File: config.mk
export PLATFORM = sky130hd
export DESIGN_NAME = lsu_mem_ctrl_flat
export DESIGN_NICKNAME = d
export VERILOG_FILES = /design/src/rtl/lsu_mem_ctrl_if.sv /design/src/rtl/lsu_mem_ctrl.sv /design/src/flat_wrapper.sv
export SDC_FILE = /design/constraint.sdc
export NUM_CORES = 1
export LEC_CHECK = 0
export BUFFER_PORTS_ARGS = -buffer_cell sky130_fd_sc_hd__buf_2
export CORE_AREA = 2 2 221 223
export CTS_CLUSTER_SIZE = 30
export DETAILED_ROUTE_END_ITERATION = 10
export DIE_AREA = 0 0 223 225
export PLACE_DENSITY = 0.43
export RECOVER_POWER = 100
export SYNTH_ARGS = -nofsm -noshare
export SYNTH_HDL_FRONTEND = slang
export SYNTH_SLANG_ARGS = --single-unit
File: constraint.sdc
create_clock -name i_clk -period 3 [get_ports i_clk]
set_clock_uncertainty 0.05 [all_clocks]
set_input_delay 0.6 -clock i_clk [delete_from_list [all_inputs] [get_ports i_clk]]
set_output_delay 0.6 -clock i_clk [all_outputs]
set_load 0.01 [all_outputs]
File: src/rtl/lsu_mem_ctrl_if.sv
// Port bundle for lsu_mem_ctrl: upstream op, downstream result and data-memory bus.
// The master modport is the LSU view; the slave modport is the surrounding pipeline/memory.
interface lsu_mem_ctrl_if #(
  parameter int unsigned CPU_WIDTH = 64
);
  logic                 i_valid;
  logic                 o_ready;
  logic                 i_mem_en;
  logic                 i_store;
  logic                 i_unsigned;
  logic [1:0]           i_size;
  logic [CPU_WIDTH-1:0] i_addr;
  logic [CPU_WIDTH-1:0] i_wdata;
  logic                 o_valid;
  logic                 i_ready;
  logic [CPU_WIDTH-1:0] o_lsu_res;
  logic                 o_load_en;
  logic                 o_misalign;
  logic                 o_mem_req;
  logic                 i_mem_gnt;
  logic                 o_mem_we;
  logic [CPU_WIDTH-1:0] o_mem_addr;
  logic [CPU_WIDTH-1:0] o_mem_wdata;
  logic [7:0]           o_mem_wstrb;
  logic                 i_mem_rvalid;
  logic [CPU_WIDTH-1:0] i_mem_rdata;

  modport master (
    input  i_valid, i_mem_en, i_store, i_unsigned, i_size, i_addr, i_wdata,
    input  i_ready, i_mem_gnt, i_mem_rvalid, i_mem_rdata,
    output o_ready, o_valid, o_lsu_res, o_load_en, o_misalign,
    output o_mem_req, o_mem_we, o_mem_addr, o_mem_wdata, o_mem_wstrb
  );

  modport slave (
    output i_valid, i_mem_en, i_store, i_unsigned, i_size, i_addr, i_wdata,
    output i_ready, i_mem_gnt, i_mem_rvalid, i_mem_rdata,
    input  o_ready, o_valid, o_lsu_res, o_load_en, o_misalign,
    input  o_mem_req, o_mem_we, o_mem_addr, o_mem_wdata, o_mem_wstrb
  );
endinterface

File: src/rtl/lsu_mem_ctrl.sv
// Load/store unit stage: one memory op per transaction over a req/gnt + rvalid bus,
// with load alignment/extension and store lane shifting/strobes.
module lsu_mem_ctrl #(
  parameter int unsigned CPU_WIDTH = 64
) (
  input  logic          i_clk,
  input  logic          i_rst_n,
  lsu_mem_ctrl_if.master lsu
);

  typedef enum logic [1:0] {
    S_IDLE = 2'd0,
    S_REQ  = 2'd1,
    S_WAIT = 2'd2,
    S_DONE = 2'd3
  } state_t;

  state_t               r_state;
  logic                 r_ready;
  logic                 r_valid;
  logic                 r_store;
  logic                 r_unsigned;
  logic [1:0]           r_size;
  logic [2:0]           r_lane;
  logic [CPU_WIDTH-1:0] r_lsu_res;
  logic                 r_load_en;
  logic                 r_misalign;
  logic                 r_mem_req;
  logic                 r_mem_we;
  logic [CPU_WIDTH-1:0] r_mem_addr;
  logic [CPU_WIDTH-1:0] r_mem_wdata;
  logic [7:0]           r_mem_wstrb;

  logic                 w_misalign;
  logic [7:0]           w_strb_base;
  logic [7:0]           w_strb;
  logic [CPU_WIDTH-1:0] w_shifted;
  logic [CPU_WIDTH-1:0] w_ext;

  always_comb begin
    w_misalign  = 1'b0;
    w_strb_base = 8'h00;
    case (lsu.i_size)
      2'b00: begin w_misalign = 1'b0;              w_strb_base = 8'h01; end
      2'b01: begin w_misalign = lsu.i_addr[0];     w_strb_base = 8'h03; end
      2'b10: begin w_misalign = |lsu.i_addr[1:0];  w_strb_base = 8'h0F; end
      default: begin w_misalign = |lsu.i_addr[2:0]; w_strb_base = 8'hFF; end
    endcase
    w_strb = w_strb_base << lsu.i_addr[2:0];
  end

  // Read data arrives 8-byte aligned; bring the addressed lane down to bit 0 first.
  assign w_shifted = lsu.i_mem_rdata >> {r_lane, 3'b000};

  always_comb begin
    w_ext = '0;
    case (r_size)
      2'b00: w_ext = r_unsigned ? {{(CPU_WIDTH-8){1'b0}}, w_shifted[7:0]}
                                : {{(CPU_WIDTH-8){w_shifted[7]}}, w_shifted[7:0]};
      2'b01: w_ext = r_unsigned ? {{(CPU_WIDTH-16){1'b0}}, w_shifted[15:0]}
                                : {{(CPU_WIDTH-16){w_shifted[15]}}, w_shifted[15:0]};
      2'b10: w_ext = r_unsigned ? {{(CPU_WIDTH-32){1'b0}}, w_shifted[31:0]}
                                : {{(CPU_WIDTH-32){w_shifted[31]}}, w_shifted[31:0]};
      default: w_ext = w_shifted;
    endcase
  end

  always_ff @(posedge i_clk or negedge i_rst_n) begin
    if (!i_rst_n) begin
      r_state     <= S_IDLE;
      r_ready     <= 1'b1;
      r_valid     <= 1'b0;
      r_store     <= 1'b0;
      r_unsigned  <= 1'b0;
      r_size      <= 2'b00;
      r_lane      <= 3'b000;
      r_lsu_res   <= '0;
      r_load_en   <= 1'b0;
      r_misalign  <= 1'b0;
      r_mem_req   <= 1'b0;
      r_mem_we    <= 1'b0;
      r_mem_addr  <= '0;
      r_mem_wdata <= '0;
      r_mem_wstrb <= '0;
    end else begin
      case (r_state)
        S_IDLE: begin
          if (lsu.i_valid) begin
            r_ready    <= 1'b0;
            r_store    <= lsu.i_store;
            r_unsigned <= lsu.i_unsigned;
            r_size     <= lsu.i_size;
            r_lane     <= lsu.i_addr[2:0];
            r_lsu_res  <= '0;
            r_load_en  <= 1'b0;
            if (!lsu.i_mem_en || w_misalign) begin
              // Misalignment only matters for ops that would touch memory.
              r_misalign <= lsu.i_mem_en & w_misalign;
              r_valid    <= 1'b1;
              r_state    <= S_DONE;
            end else begin
              r_misalign  <= 1'b0;
              r_mem_req   <= 1'b1;
              r_mem_we    <= lsu.i_store;
              r_mem_addr  <= {lsu.i_addr[CPU_WIDTH-1:3], 3'b000};
              r_mem_wdata <= lsu.i_wdata << {lsu.i_addr[2:0], 3'b000};
              r_mem_wstrb <= lsu.i_store ? w_strb : 8'h00;
              r_state     <= S_REQ;
            end
          end
        end
        S_REQ: begin
          if (lsu.i_mem_gnt) begin
            r_mem_req   <= 1'b0;
            r_mem_we    <= 1'b0;
            r_mem_wstrb <= 8'h00;
            if (r_store) begin
              r_valid <= 1'b1;
              r_state <= S_DONE;
            end else begin
              r_state <= S_WAIT;
            end
          end
        end
        S_WAIT: begin
          if (lsu.i_mem_rvalid) begin
            r_lsu_res <= w_ext;
            r_load_en <= 1'b1;
            r_valid   <= 1'b1;
            r_state   <= S_DONE;
          end
        end
        S_DONE: begin
          if (lsu.i_ready) begin
            r_valid    <= 1'b0;
            r_load_en  <= 1'b0;
            r_misalign <= 1'b0;
            r_lsu_res  <= '0;
            r_ready    <= 1'b1;
            r_state    <= S_IDLE;
          end
        end
        default: r_state <= S_IDLE;
      endcase
    end
  end

  assign lsu.o_ready     = r_ready;
  assign lsu.o_valid     = r_valid;
  assign lsu.o_lsu_res   = r_lsu_res;
  assign lsu.o_load_en   = r_load_en;
  assign lsu.o_misalign  = r_misalign;
  assign lsu.o_mem_req   = r_mem_req;
  assign lsu.o_mem_we    = r_mem_we;
  assign lsu.o_mem_addr  = r_mem_addr;
  assign lsu.o_mem_wdata = r_mem_wdata;
  assign lsu.o_mem_wstrb = r_mem_wstrb;

endmodule

File: src/flat_wrapper.sv
// flat-port wrapper written by rule: the top's interface ports become plain ports
module lsu_mem_ctrl_flat 
#(
  parameter int unsigned CPU_WIDTH = 64
)
  (i_clk, i_rst_n, lsu_i_valid, lsu_i_mem_en, lsu_i_store, lsu_i_unsigned, lsu_i_size, lsu_i_addr, lsu_i_wdata, lsu_i_ready, lsu_i_mem_gnt, lsu_i_mem_rvalid, lsu_i_mem_rdata, lsu_o_ready, lsu_o_valid, lsu_o_lsu_res, lsu_o_load_en, lsu_o_misalign, lsu_o_mem_req, lsu_o_mem_we, lsu_o_mem_addr, lsu_o_mem_wdata, lsu_o_mem_wstrb);
  lsu_mem_ctrl_if #(.CPU_WIDTH(CPU_WIDTH)) lsu_i ();
  input  logic i_clk;
  input  logic i_rst_n;
  input wire logic [$bits(lsu_i.i_valid)-1:0] lsu_i_valid;
  input wire logic [$bits(lsu_i.i_mem_en)-1:0] lsu_i_mem_en;
  input wire logic [$bits(lsu_i.i_store)-1:0] lsu_i_store;
  input wire logic [$bits(lsu_i.i_unsigned)-1:0] lsu_i_unsigned;
  input wire logic [$bits(lsu_i.i_size)-1:0] lsu_i_size;
  input wire logic [$bits(lsu_i.i_addr)-1:0] lsu_i_addr;
  input wire logic [$bits(lsu_i.i_wdata)-1:0] lsu_i_wdata;
  input wire logic [$bits(lsu_i.i_ready)-1:0] lsu_i_ready;
  input wire logic [$bits(lsu_i.i_mem_gnt)-1:0] lsu_i_mem_gnt;
  input wire logic [$bits(lsu_i.i_mem_rvalid)-1:0] lsu_i_mem_rvalid;
  input wire logic [$bits(lsu_i.i_mem_rdata)-1:0] lsu_i_mem_rdata;
  output wire logic [$bits(lsu_i.o_ready)-1:0] lsu_o_ready;
  output wire logic [$bits(lsu_i.o_valid)-1:0] lsu_o_valid;
  output wire logic [$bits(lsu_i.o_lsu_res)-1:0] lsu_o_lsu_res;
  output wire logic [$bits(lsu_i.o_load_en)-1:0] lsu_o_load_en;
  output wire logic [$bits(lsu_i.o_misalign)-1:0] lsu_o_misalign;
  output wire logic [$bits(lsu_i.o_mem_req)-1:0] lsu_o_mem_req;
  output wire logic [$bits(lsu_i.o_mem_we)-1:0] lsu_o_mem_we;
  output wire logic [$bits(lsu_i.o_mem_addr)-1:0] lsu_o_mem_addr;
  output wire logic [$bits(lsu_i.o_mem_wdata)-1:0] lsu_o_mem_wdata;
  output wire logic [$bits(lsu_i.o_mem_wstrb)-1:0] lsu_o_mem_wstrb;
  assign lsu_i.i_valid = lsu_i_valid;
  assign lsu_i.i_mem_en = lsu_i_mem_en;
  assign lsu_i.i_store = lsu_i_store;
  assign lsu_i.i_unsigned = lsu_i_unsigned;
  assign lsu_i.i_size = lsu_i_size;
  assign lsu_i.i_addr = lsu_i_addr;
  assign lsu_i.i_wdata = lsu_i_wdata;
  assign lsu_i.i_ready = lsu_i_ready;
  assign lsu_i.i_mem_gnt = lsu_i_mem_gnt;
  assign lsu_i.i_mem_rvalid = lsu_i_mem_rvalid;
  assign lsu_i.i_mem_rdata = lsu_i_mem_rdata;
  assign lsu_o_ready = lsu_i.o_ready;
  assign lsu_o_valid = lsu_i.o_valid;
  assign lsu_o_lsu_res = lsu_i.o_lsu_res;
  assign lsu_o_load_en = lsu_i.o_load_en;
  assign lsu_o_misalign = lsu_i.o_misalign;
  assign lsu_o_mem_req = lsu_i.o_mem_req;
  assign lsu_o_mem_we = lsu_i.o_mem_we;
  assign lsu_o_mem_addr = lsu_i.o_mem_addr;
  assign lsu_o_mem_wdata = lsu_i.o_mem_wdata;
  assign lsu_o_mem_wstrb = lsu_i.o_mem_wstrb;
  lsu_mem_ctrl #(.CPU_WIDTH(CPU_WIDTH)) u_core (.i_clk(i_clk), .i_rst_n(i_rst_n), .lsu(lsu_i));
endmodule
; ---- Word level (Yosys, flattened, before mapping)
; Index checks and enable logic that the tools add are counted.
[totals]
regBits = 212
input_bits = 203
word_cells = 94
[op_classes]
n_eq_ne = 14
shift = 3
muxes = 43
bitwise = 2
reduce_logical = 17
[ops]
columns = op, count
row1 = 64-bit 2-to-1 mux, 6
row2 = 64-bit case mux with 3 select lines, 2
row3 = 64-bit by 6-bit left shift with 64-bit output, 1
row4 = 64-bit by 6-bit right shift with 64-bit output, 1
row5 = 8-bit 2-to-1 mux, 4
row6 = 8-bit case mux with 3 select lines, 1
row7 = 1-bit 2-to-1 mux, 16
row8 = 8-bit case mux with 2 select lines, 1
row9 = 4-bit AND reduction, 3
row10 = 2-bit 2-to-1 mux, 5
row11 = 2-bit != test (second input constant), 5
row12 = 2-bit == test (second input constant), 4
row13 = 1-bit case mux with 2 select lines, 4
row14 = 2-bit case mux with 4 select lines, 1
row15 = 8-bit by 3-bit left shift with 8-bit output, 1
row16 = 2-bit by 1-bit == test with 1-bit output (second input constant), 3
row17 = 2-bit logical NOT, 3
row18 = 1-bit case mux with 3 select lines, 2
row19 = 3-bit AND reduction, 2
row20 = 6-bit AND reduction, 1
row21 = 2-bit by 1-bit != test with 1-bit output (second input constant), 2
row22 = 1-bit case mux with 4 select lines, 1
row23 = 2-bit nonzero test, 2
row24 = 3-bit nonzero test, 1
row25 = 7 further kinds, 7

; ---- Depth between registers and ports, before layout
; Gate-level depths: netlist of run 1.
[depth]
ltp_word = 7
ltp_mapped = 9
depth_no_buf = 7

; ---- Worst setup path after synthesis of run 1
; OpenSTA, ideal clock, no wires.
[synth_timing]
path_type = register -> register
from = reg u_core.r_state[0]
to = reg u_core.r_lsu_res[21], in the netlist u_core.lsu.o_lsu_res[21]
setup_time_ns = 0.127
arrival_ns = 1.983
t_required_ns = 2.823
path_slack_ns = 0.840
stages_incl_launch_ff = 10
path_buffers = 2
period_less_slack_ns = 2.160
cell_sequence = dfrtp_1 inv_1 ha_1 inv_1 o2111ai_1 nor2_1 and2_0 clkbuf_1 clkbuf_1 a221o_2
[synth_via]
elab_chain_cells = 3
word_cells_on_any_way = 9
cone_classes = eq/ne: 5 / mux: 1 / reduce/logical: 3
[synth_rtl]
columns = element, line
row1 = from (decl), lsu_mem_ctrl.sv:18  ; state_t r_state;
row2 = from (signal assigned), lsu_mem_ctrl.sv:70  ; r_state <= S_IDLE;
row3 = from (signal assigned), lsu_mem_ctrl.sv:100  ; r_state <= S_DONE;
row4 = from (signal assigned), lsu_mem_ctrl.sv:108  ; r_state <= S_REQ;
row5 = 2-bit == test or 2-bit logical NOT (tied branches), lsu_mem_ctrl.sv:86  ; case (r_state)
row6 = 2-bit != test (no line) or 3-bit nonzero test (tied branches), --
row7 = 4-bit AND reduction (no line), --
row8 = to (signal assigned), lsu_mem_ctrl.sv:127  ; r_lsu_res <= w_ext;
row9 = to (decl), lsu_mem_ctrl.sv:25  ; logic [CPU_WIDTH-1:0] r_lsu_res;
; Several ways; a longest one is shown, not always the timed one.
; A chain may end at the register's enable or synchronous reset.

; ---- Worst setup path in the final report of run 1
[layout_timing]
from = reg u_core.r_state[1]
to = reg u_core.r_mem_wdata[63], in the netlist u_core.lsu.o_mem_wdata[63]
[layout_via]
elab_chain_cells = 2
[layout_rtl]
columns = element, line
row1 = 2-bit logical NOT, lsu_mem_ctrl.sv:86
row2 = 3-bit AND reduction (no line), --
row3 = to (signal assigned), lsu_mem_ctrl.sv:106  ; r_mem_wdata <= lsu.i_wdata << {lsu.i_addr[2:0], 3'b000};
row4 = to (decl), lsu_mem_ctrl.sv:31  ; logic [CPU_WIDTH-1:0] r_mem_wdata;
; Every way passes these cells.

==> results of run 1 <==
worst min path at each step:
stage,from,to,slack (ps),cells after the start
floorplan,i_rst_n,u_core.lsu.o_load_en$_DFFE_PN0P_,250,0
global placement,u_core.lsu.o_ready$_DFFE_PN1P_,u_core.lsu.o_ready$_DFFE_PN1P_,400,2
detailed placement,u_core.lsu.o_ready$_DFFE_PN1P_,u_core.lsu.o_ready$_DFFE_PN1P_,410,2
CTS,i_rst_n,u_core.lsu.o_lsu_res[4]$_DFFE_PN0P_,9,1
global route,lsu_i_unsigned,u_core.r_unsigned$_DFFE_PN0P_,180,3
finish,lsu_i_unsigned,u_core.r_unsigned$_DFFE_PN0P_,190,3
logic make-up after synthesis:
kind of cell | Yosys count | synth area share, %
AOI/OAI and AO/OA | 294 | 18.1
adders and majority gates | 5 | 0.550
buffers and inverters | 108 | 4.36
DFF | 212 | 46.7
muxes | 214 | 21.6
other | 1 | 0.0330
and+or+nand+nor | 237 | 8.66
through the flow:
step / utilization [%] / total power [mW]
2_1_floorplan: - / 8.61
3_3_place_gp: 29.7 / 11.3
3_5_place_dp: 29.7 / 11.3
4_1_cts: 31.6 / 14.9
5_1_grt: 31.0 / 15.4
6_report: 31.1 / 14.4
synthesized netlist by cell type, types with 10 or more instances:
cell type / number
nand3_1: 12
a22o_1: 20
o22ai_1: 15
inv_1: 11
a21oi_1: 31
clkbuf_1: 49
nor2_1: 42
mux4_2: 16
o2bb2ai_1: 11
o21ai_0: 98
o31ai_1: 15
mux2i_1: 109
mux2_2: 88
dfrtp_1: 211
a221o_2: 10
o21a_1: 14
nand2_1: 161
buf_2: 27
a32o_1: 26
layer usage:
layer  share of wire [%]  track usage (%)
met3                 7.0             4.17
met2                  46             28.1
met1                  44             23.5
met4                 3.3             5.67
met5               0.022                0
final cells by class:
class / instances / area share (%)
multi-input combinational: 753 / 38.0
sequential: 212 / 36.0
timing repair buffer: 436 / 14.1
tap: 615 / 5.21
clock buffer: 37 / 5.10
clock inverter: 13 / 1.24
inverter: 14 / 0.356
antenna: 1 / 0.0169
cell usage in the layout (no fill, tap or decap), types with 14 or more instances in the layout:
| cell | synthesis | final |
|---|---|---|
| nor2_1 | 42 | 42 |
| a21oi_1 | 31 | 31 |
| mux2i_1 | 109 | 109 |
| mux4_2 | 16 | 16 |
| clkbuf_16 | 0 | 27 |
| dfrtp_1 | 211 | 210 |
| a22o_1 | 20 | 20 |
| buf_4 | 7 | 24 |
| nand2_1 | 161 | 161 |
| a32o_1 | 26 | 26 |
| o22ai_1 | 15 | 15 |
| buf_2 | 27 | 200 |
| o21ai_0 | 98 | 98 |
| o21a_1 | 14 | 14 |
| clkbuf_1 | 49 | 209 |
| o31ai_1 | 15 | 15 |
| mux2_2 | 88 | 88 |
power by group through the flow:
stage | registers (mW) | logic [mW] | clock network [mW]
2_1_floorplan | 5.01 | 3.60 | 0
3_3_place_gp | 4.72 | 6.59 | 0
3_5_place_dp | 4.73 | 6.61 | 0
4_1_cts | 4.70 | 6.63 | 3.56
5_1_grt | 4.86 | 6.89 | 3.67
6_report | 4.71 | 6.28 | 3.46
tightest hold or removal path: stages:
cell	delay, ps
buf_2	70
nand2_1	40
o21ai_0	60
registers in the layout (all words and copies together), names as in the netlist, 2 cells and up:
register                cells
u_core.r_lane               3
u_core.r_state              2
u_core.lsu.o_mem_wdata     64
u_core.lsu.o_lsu_res       64
u_core.lsu.o_mem_addr      61
u_core.lsu.o_mem_wstrb      8
u_core.r_size               2
==> summary.md, run 1 <==
| Metric | Value |
|---|---|
| Status | finished, violations left |
| Failing checks | capacitance limit, slew limit |
| Routed Antenna Nets | 0 |
| DIE AREA | around 50,000 µm² |
| Worst R2R End | u_core.lsu.o_mem_wdata[63]$_DFFE_PN0P_ |
| Wire per inst | 21.7 µm |
| Placed instance count | 2,030 |
| Combinational share of power | 43.4% |
| Largest net degree at the start of global routing | 90 |
| Max clock buf depth | 3 |
| FF+latch count, synth | 212 |
| Initial core utilization | between 20% and 30% |
| Largest area contributor in the netlist | dfrtp_1 |
| Latest clock arrival within the worst-skew pair | between 500 and 600 ps |
| FF-to-FF setup slack | between 300 and 400 ps |
| Critical path origin | u_core.r_state[1]$_DFFE_PN0P_ |
| Placed cell area | about 14,000 µm² |
| Fillers | a little over 5,000 |
| Fin. Hold Viols | 0 |
| RSZ-0062 raised after global routing | false |
| Async SR Flop Fraction | 100% |
| CP max stage cell | buf_4 |
| DPL Wire Length | 34,100 µm |
| Vias | slightly above 10,000 |
| Worst path top cell family by delay | buffers and inverters |
| Worst Hold Class | in -> reg |
| Vias in the first global route | about 10,000 |
| Pins Over Slew Limit | 73 |
| CTS resizes | 0 |
| CTS Root Cell | clkbuf_16 |
| Power density over cell area | 979 nW/µm² |
| First-pass GRT wire length | 67,500 µm |
| Hold buffers post-CTS | 0 |
| Worst path depth | 6 |
| GR Overflow Total | 0 |
| Fin cells | between 2,000 and 2,500 |
| Area contributors post-synth | dfrtp_1, mux2i_1, mux2_2 |
| Synth unique cells | 57 |
| Initial DRC count | approximately 560 |
| Worst Slack Setup Final | between 300 and 400 ps |
| Gpl congestion | 0.826 |
| Initial antenna violation count | 3 |
| GR Util All Layers | between 15 and 20% |
| Critical path startpoint category | flop |
| Switch share | 41.2% |
| Final setup viols | 0 |
| DR pass1 iterations | 5 |
| Yosys warnings | 0 |
| Max incr delay on CP | around 700 ps |
| Vias per cell | around 5 |
| Pleak | 6.73 nW |
| Sequential power share | between 30% and 40% |
| Cell Area, Synth | between 10,000 and 15,000 µm² |
| Peak supply drop | approximately 0.47 mV |
| Seq/Total Area, Yosys | 46.7% |
| Worst-Margin Slew | between 2000 and 2500 ps |
| Crit. End Element | flop |
| Top Ports | approximately 400 |
| Bufs and invs on worst path | 2 |
| Fmax | roughly 380 MHz |
| Layout area overhead | 29.8% |
| Synth Instances | between 1,000 and 1,500 |
| Clock Power Share | 24.0% |
| Synth Flop Type | dfrtp_1 |
| Fin crit share | 87.5% |
| Core ar. | ~48,000 µm² |
| Design Area, Final | 14,800 µm² |
| Clk sinks | roughly 210 |
| Htree depth | 1 |
| Critical Path RT | around 3400 ps |
| Reg-to-Reg Start | u_core.r_state[1]$_DFFE_PN0P_ |
| Pre-CTS WS | ~420 ps |
| Yosys top cell area share | around 46% |
| Worst path cell trace | inv_1 -> ha_1 -> and2_0 -> o2111ai_4 -> buf_4 -> mux2_2 |
| Slew HR | -50.5% |
| Die Ht | roughly 230 µm |
| Register area | approximately 5300 µm² |
| Cts bufs inserted | 27 |
| Overall die width | roughly 220 µm |
| CP endpoint | u_core.lsu.o_mem_wdata[63]$_DFFE_PN0P_ |
| Rows | 80 |
| EDFF count, synth | 0 |
| WL final | about 45,000 µm |
| Max-capacitance violation count | 1 |
| Final nets | between 1,500 and 2,000 |
| Post-CTS setup buffers | 0 |
| WS Path Type | reg -> reg |
| Crit path DAT | roughly 3000 ps |
| Clock slew at reported path FFs | 60 ps |
| Syn_area_per_cell | 10.6 µm² |
| TritonCTS clock tree | built |
| Worst-path maximum fanout | 89 |
| Min Clock Period, post-route | approximately 2600 ps |
| Hold_ws | roughly 190 ps |
| P_sw | 5.95 mW |
| Multi-input gate area | 5610 µm² |
| Int Pwr | approximately 8.5 mW |
| Drt drc | 0 |
| Register-to-Register Path Depth | 6 |
| Setup TNS | 0 ps |
| Layout cells sized above 1 | around 28% |
| Buffers added on ports | 405 |
Power figures use the tool's default switching activity.
==> inputs of run 2 (changes only) <==
- GPL_TIMING_DRIVEN: default -> 0
==> summary.md, run 2 (synthesis gave the netlist of run 1 again) <==
| Metric | Value |
|---|---|
| Status | complete, no violations |
| P_sw | 6.03 mW (+1.4%) |
| Gpl congestion | 0.907 (+9.8%) |
| Register area | 5310 µm² (about the same) |
| FF-to-FF setup slack | 240 ps (-140 ps) |
| Worst Hold Class | in -> reg |
| Power density over cell area | 981 nW/µm² (+0.27%) |
| Min-Delay Path Depth | 2 (-1) |
| Vias | 10,500 (+3.4%) |
| Htree depth | 1 (unchanged) |
| Min Clock Period, post-route | 2760 ps (+135 ps) |
| Clk sinks | 212 (unchanged) |
| Initial DRC count | 609 (+8.0%) |
| Buffers added on ports | 400 (-1.2%) |
| Wire per inst | 23.7 µm (+9.1%) |
| Hold wc startpoint | lsu_i_addr[61] |
| Fmax | 362 MHz (-4.9%) |
| Diode count | 0 (-1) |
| Post-CTS setup buffers | 0 (unchanged) |
| Slew HR | 40.7% (+91 points) |
| Peak supply drop | 0.473 mV (+0.49%) |
| Vias per cell | 4.91 (+0.42%) |
| Clock Power Share | 24.3% (+0.3 points) |
| Worst R2R End | u_core.lsu.o_lsu_res[29]$_DFFE_PN0P_ |
| Worst-Margin Slew | 884 ps (-1370 ps) |
| Final setup viols | 0 (unchanged) |
| CTS Root Cell | clkbuf_16 |
| Rows | 80 (unchanged) |
| First-pass GRT wire length | 74,400 µm (+10%) |
| Cts bufs inserted | 28 (+3.7%) |
| Drt drc | 0 (unchanged) |
| WL final | 50,700 µm (+12%) |
| Int Pwr | 8.67 mW (+2.0%) |
| Sequential power share | 31.4% (-1.2 points) |
| Largest net degree at the start of global routing | 106 (+18%) |
| Hold EP | u_core.lsu.o_mem_addr[61]$_DFFE_PN0P_ |
| Final nets | 1,714 (+3.8%) |
| Initial core utilization | 23.9% (unchanged) |
| Worst Slack Setup Final | 240 ps (-135 ps) |
| Reg-to-Reg Start | u_core.r_state[1]$_DFFE_PN0P_ |
| Clock slew at reported path FFs | 60 ps (about the same) |
| GR Util All Layers | 19.8% (+2.2 points) |
| Hold_ws | 192 ps (+5.20 ps) |
| Crit path DAT | 3200 ps (+180 ps) |
| Switch share | 41.0% (-0.13 points) |
| Multi-input gate area | 5610 µm² (unchanged) |
| Worst-path maximum fanout | 10 (-89%) |
| TritonCTS clock tree | built |
| Fin crit share | 92.0% (+4.5 points) |
| Pleak | 6.81 nW (+1.2%) |
| Die Ht | 225 µm (unchanged) |
| RSZ-0062 raised after global routing | true |
| Vias in the first global route | 11,100 (+6.9%) |
| Layout Utilization | 31.5% (+0.46 points) |
| Setup TNS | 0 ps (unchanged) |
| Most common cell after layout, fill and taps aside | clkbuf_1 |
| Fillers | 5,121 (+0.93%) |
| Crit. End Element | flop |
| Pins Over Slew Limit | 0 (-100%) |
| Critical Path RT | 3450 ps (+50 ps) |
| Routed Antenna Nets | 0 (unchanged) |
| WS Path Type | reg -> reg |
| Max clock buf depth | 3 (unchanged) |
| Most frequent cells in the layout | clkbuf_1, buf_2, dfrtp_1 |
| Max-capacitance violation count | 0 (-1) |
| Fin. Hold Viols | 0 (unchanged) |
| Layout cells sized above 1 | 27.1% (-0.60 points) |
| Register-to-Register Path Depth | 9 (+3) |
| Layout area overhead | 31.7% |
| DR pass1 iterations | 5 (unchanged) |
| Critical path startpoint category | flop |
| DIE AREA | 50,200 µm² (unchanged) |
| Initial antenna violation count | 2 (-1) |
| GR Overflow Total | 0 (unchanged) |
| Overall die width | 223 µm (unchanged) |
| Pre-CTS WS | -433 ps (-853 ps) |
| DPL Wire Length | 39,900 µm (+17%) |
| Latest clock arrival within the worst-skew pair | 580 ps (about the same) |
| Core ar. | 47,500 µm² (unchanged) |
| Top Ports | 409 (unchanged) |
| Combinational share of power | 44.3% (+0.9 points) |
-- run 2: cell types whose count changed in the layout (fill, tap and decap cells not counted), moves of 3 or more --
cell | before | now
buf_1 | 0 | 5
clkinv_2 | 7 | 0
buf_6 | 0 | 4
o2111ai_2 | 0 | 3
buf_12 | 6 | 0
buf_4 | 24 | 7
clkbuf_1 | 209 | 260
clkbuf_8 | 4 | 13
buf_2 | 200 | 222
-- run 2: worst max path at each step --
stage                     depth (start not counted)                                endpoint                           from  slack [ps]
final                                             9    u_core.lsu.o_lsu_res[29]$_DFFE_PN0P_  u_core.r_state[1]$_DFFE_PN0P_         240
after floorplan                                   9    u_core.lsu.o_lsu_res[21]$_DFFE_PN0P_  u_core.r_state[0]$_DFFE_PN0P_         840
after CTS                                         9    u_core.lsu.o_lsu_res[61]$_DFFE_PN0P_  u_core.r_state[0]$_DFFE_PN0P_           5
after detailed placement                          7  u_core.lsu.o_mem_wdata[29]$_DFFE_PN0P_                  lsu_i_addr[1]        -430
after global routing                              9    u_core.lsu.o_lsu_res[27]$_DFFE_PN0P_  u_core.r_state[1]$_DFFE_PN0P_         -20
after global placement                            1   u_core.lsu.o_mem_addr[31]$_DFFE_PN0P_                        i_rst_n       -2830
-- run 2: power groups by stage --
stage,clock network (mW),registers (mW),logic (mW)
detailed placement,0,4.62,6.82
floorplan,0,5.01,3.60
finish,3.57,4.62,6.51
CTS,3.69,4.60,6.87
global placement,0,4.60,6.81
global route,3.78,4.76,7.12
-- run 2: worst max-delay path, stage by stage (launching register included) --
cell       delay, ps
dfrtp_1          400
inv_1            100
ha_1             280
inv_1            190
o2111ai_2        260
nor2_4           300
and2_0           170
clkbuf_1         250
clkbuf_1         420
a221o_2          240
-- run 2: cell type report --
class | instances | area share (%)
clock buffers | 48 | 6.05
flip-flops and latches | 212 | 35.4
well taps | 615 | 5.14
multi-input cells | 753 | 37.5
plain buffers | 94 | 2.97
repair buffers | 403 | 12.1
inverters | 14 | 0.351
clock inverters | 3 | 0.509
-- run 2: metal layers --
layer | wire (µm) | vias up | share of wire (%) | track usage [%]
li1 | - | 4816 | - | -
met1 | 21700 | 5243 | 43 | 25.2
met2 | 24000 | 381 | 47 | 33.2
met3 | 3240 | 68 | 6.4 | 4.29
met4 | 1740 | 2 | 3.4 | 6.65
met5 | 13 | - | 0.026 | 0
-- run 2: repair_timing --
action                                 CTS  global route
gates cloned                             0             0
gates resized for setup                  4             8
setup endpoints to repair               15            47
endpoints found under the hold margin   10             0
hold buffers                             1             0
-- run 2: per-stage QoR --
stage	area, µm²	total power, mW	instances
floorplan	11400	8.61	1073
global placement	14200	11.4	2088
detailed placement	14200	11.4	2090
CTS	15200	15.2	2142
global route	15000	15.7	2142
finish	15000	14.7	2142
==> inputs of run 3 (changes only) <==
- BUFFER_PORTS_ARGS: -buffer_cell sky130_fd_sc_hd__buf_2 -> -buffer_cell sky130_fd_sc_hd__clkbuf_2
- REMOVE_ABC_BUFFERS: default -> 1
- clock period: 3 -> 3.2 ns (I/O delays scaled with it)
==> summary.md, run 3 (synthesis gave the netlist of run 1 again) <==
| Metric | Value |
|---|---|
| Initial core utilization | 23.9% (unchanged) |
| Most common cell after layout, fill and taps aside | clkbuf_1 |
| GRT busiest layer | met2 |
| Fmax | 333 MHz (-8.2%) |
| Worst-path maximum fanout | 47 (+37) |
| Overall die width | 223 µm (unchanged) |
| WS Path Type | reg -> reg |
| Met2 Track Usage GR | 27.9% (-5.3 points) |
| Gpl congestion | 0.789 (-13%) |
| Worst-Margin Slew | 1820 ps (+938 ps) |
| GR Overflow Total | 0 (unchanged) |
| Initial antenna violation count | 4 (+2) |
| Diode count | 0 (unchanged) |
| Final nets | 1,642 (-4.2%) |
| Latest clock arrival within the worst-skew pair | 560 ps (-20 ps) |
| Critical Path RT | 3590 ps (+140 ps) |
| Die Ht | 225 µm (unchanged) |
| TritonCTS clock tree | built |
| Met1 GRT Util | 20.9% (-4.3 points) |
| Fin crit share | 94.0% (+2.0 points) |
| Peak supply drop | 0.467 mV (-1.4%) |
| Htree depth | 1 (unchanged) |
| DR pass1 iterations | 5 (unchanged) |
| Crit. End Element | flop |
| Initial DRC count | 643 (+5.6%) |
| Worst R2R End | u_core.lsu.o_lsu_res[44]$_DFFE_PN0P_ |
| Rows | 80 (unchanged) |
| WL final | 43,800 µm (-14%) |
| Max clock buf depth | 3 (unchanged) |
| GR Util All Layers | 16.9% (-2.9 points) |
| Hold EP | u_core.lsu.o_mem_addr[44]$_DFFE_PN0P_ |
| Pins Over Slew Limit | 26 (+26) |
| Largest net degree at the start of global routing | 95 (-10%) |
| Worst path cell trace | buf_16 -> mux2i_1 -> mux4_2 -> nand3b_4 -> o2111ai_4 -> buf_12 -> a32o_1 |
| Slew HR | -21.5% (-62 points) |
| Min Clock Period, post-route | 3010 ps (+247 ps) |
| Most frequent cells in the layout | clkbuf_1, dfrtp_1, clkbuf_2 |
| Design Area, Final | 14,800 µm² (-1.2%) |
| Vias | 10,100 (-3.7%) |
| Failing checks | capacitance limit, slew limit |
| Total power | 13.5 mW (-8.1%) |
| Layout area overhead | 30.2% |
| Routed Antenna Nets | 0 (unchanged) |
| Critical path startpoint category | flop |
| Register-to-Register Path Depth | 7 (-2) |
| Fin. Hold Viols | 0 (unchanged) |
| CTS Root Cell | clkbuf_16 |
| Max-capacitance violation count | 1 (+1) |
| Top Ports | 409 (unchanged) |
| Worst Hold Class | in -> reg |
| Core ar. | 47,500 µm² (unchanged) |
| Hold wc startpoint | lsu_i_addr[44] |
| Fillers | 5,040 (-1.6%) |
| DPL Wire Length | 31,000 µm (-22%) |
| Max incr delay on CP | 740 ps (+320 ps) |
| Final setup viols | 0 (unchanged) |
| Placed cell area | 14,100 µm² (-0.78%) |
| Clk sinks | 212 (unchanged) |
| Cts bufs inserted | 28 (unchanged) |
| Vias in the first global route | 10,400 (-5.7%) |
| Critical path origin | u_core.r_lane[0]$_DFFE_PN0P_ |
| Vias per cell | 4.90 (-0.16%) |
| Reg-to-Reg Start | u_core.r_lane[0]$_DFFE_PN0P_ |
| Clock slew at reported path FFs | 60 ps (about the same) |
| Crit path DAT | 3400 ps (+200 ps) |
| Buffers added on ports | 405 (+1.3%) |
| DIE AREA | 50,200 µm² (unchanged) |
| Power density over cell area | 913 nW/µm² (-7.0%) |
| Drt drc | 0 (unchanged) |
| Wire per inst | 21.2 µm (-11%) |
| Layout Utilization | 31.1% (-0.37 points) |
| First-pass GRT wire length | 66,100 µm (-11%) |
| Layout cells sized above 1 | 27.3% (+0.23 points) |
| Min-Delay Path Depth | 2 (unchanged) |
| Hold_ws | 255 ps (+62.1 ps) |
| RSZ-0062 raised after global routing | false |
| Pleak | 6.75 nW (-1.0%) |
| Status | finished, violations left |
| Met3 Use GR | 6.35% (+2.1 points) |
| FF-to-FF setup slack | 190 ps (-50 ps) |
| CP max stage cell | dfrtp_4 |
[run 3: changes by cell type in the layout (fill, tap and decap cells not counted), moves of 4 or more]
cell and delta:
clkbuf_8 -4, clkbuf_2 +197, buf_12 +7, buf_2 -222, buf_1 -5, clkbuf_1 -50
[run 3: worst max-delay path by stage]
| stage | cells past startpoint | to |
|---|---|---|
| after global placement | 5 | u_core.lsu.o_mem_wstrb[2]$_DFFE_PN0P_ |
| after floorplan | 5 | u_core.lsu.o_mem_req$_DFFE_PN0P_ |
| after global routing | 9 | u_core.lsu.o_mem_addr[47]$_DFFE_PN0P_ |
| after detailed placement | 6 | u_core.lsu.o_mem_wdata[35]$_DFFE_PN0P_ |
| after CTS | 7 | u_core.lsu.o_lsu_res[27]$_DFFE_PN0P_ |
| final | 7 | u_core.lsu.o_lsu_res[44]$_DFFE_PN0P_ |
[run 3: critical path, delay by kind of cell (launching register included)]
kind	cells	cell delay (ps)
buf+inv	2	570
simple gates	1	270
flops	1	740
compound gates	2	490
mux	2	700
[run 3: area by class of cell]
cell class / count / area (µm²) / area share [%]
clock buffer: 44 / 872 / 5.89
clock inverter: 4 / 22.5 / 0.152
inverter: 14 / 58.8 / 0.397
multi-input combinational: 754 / 5650 / 38.2
sequential: 212 / 5320 / 35.9
tap: 615 / 769 / 5.20
timing repair buffer: 424 / 2110 / 14.3
[run 3: where the power goes]
group | internal (mW) | switching, mW
logic | 2.39 | 3.48
registers | 3.71 | 0.834
clock network | 1.84 | 1.26
total | 7.94 | 5.57
[run 3: metal layers]
metal / vias up / wire [µm] / part of all wire [%]
li1: 4658 / - / -
met1: 5011 / 17800 / 41
met2: 383 / 20700 / 47
met3: 66 / 4310 / 9.8
met4: 8 / 894 / 2.0
met5: - / 46 / 0.11
[run 3: per-stage QoR]
stage | setup TNS (ps) | cells | setup slack, ps
floorplan | -843360 | 979 | -5940
global placement | -2527690 | 1999 | -12080
detailed placement | -49360 | 2012 | -917
CTS | 0 | 2062 | 13.6
global route | 0 | 2067 | 7.35
finish | 0 | 2067 | 194
[run 3: repair_timing]
action / 4_1_cts / 5_1_grt
setup endpoints to repair: 56 / 67
setup buffers: 1 / 3
resized for setup: 6 / 6
hold endpoints to repair: 25 / 0
gates cloned: 0 / 1
hold buffers: 1 / 0
pin swaps: 0 / 2
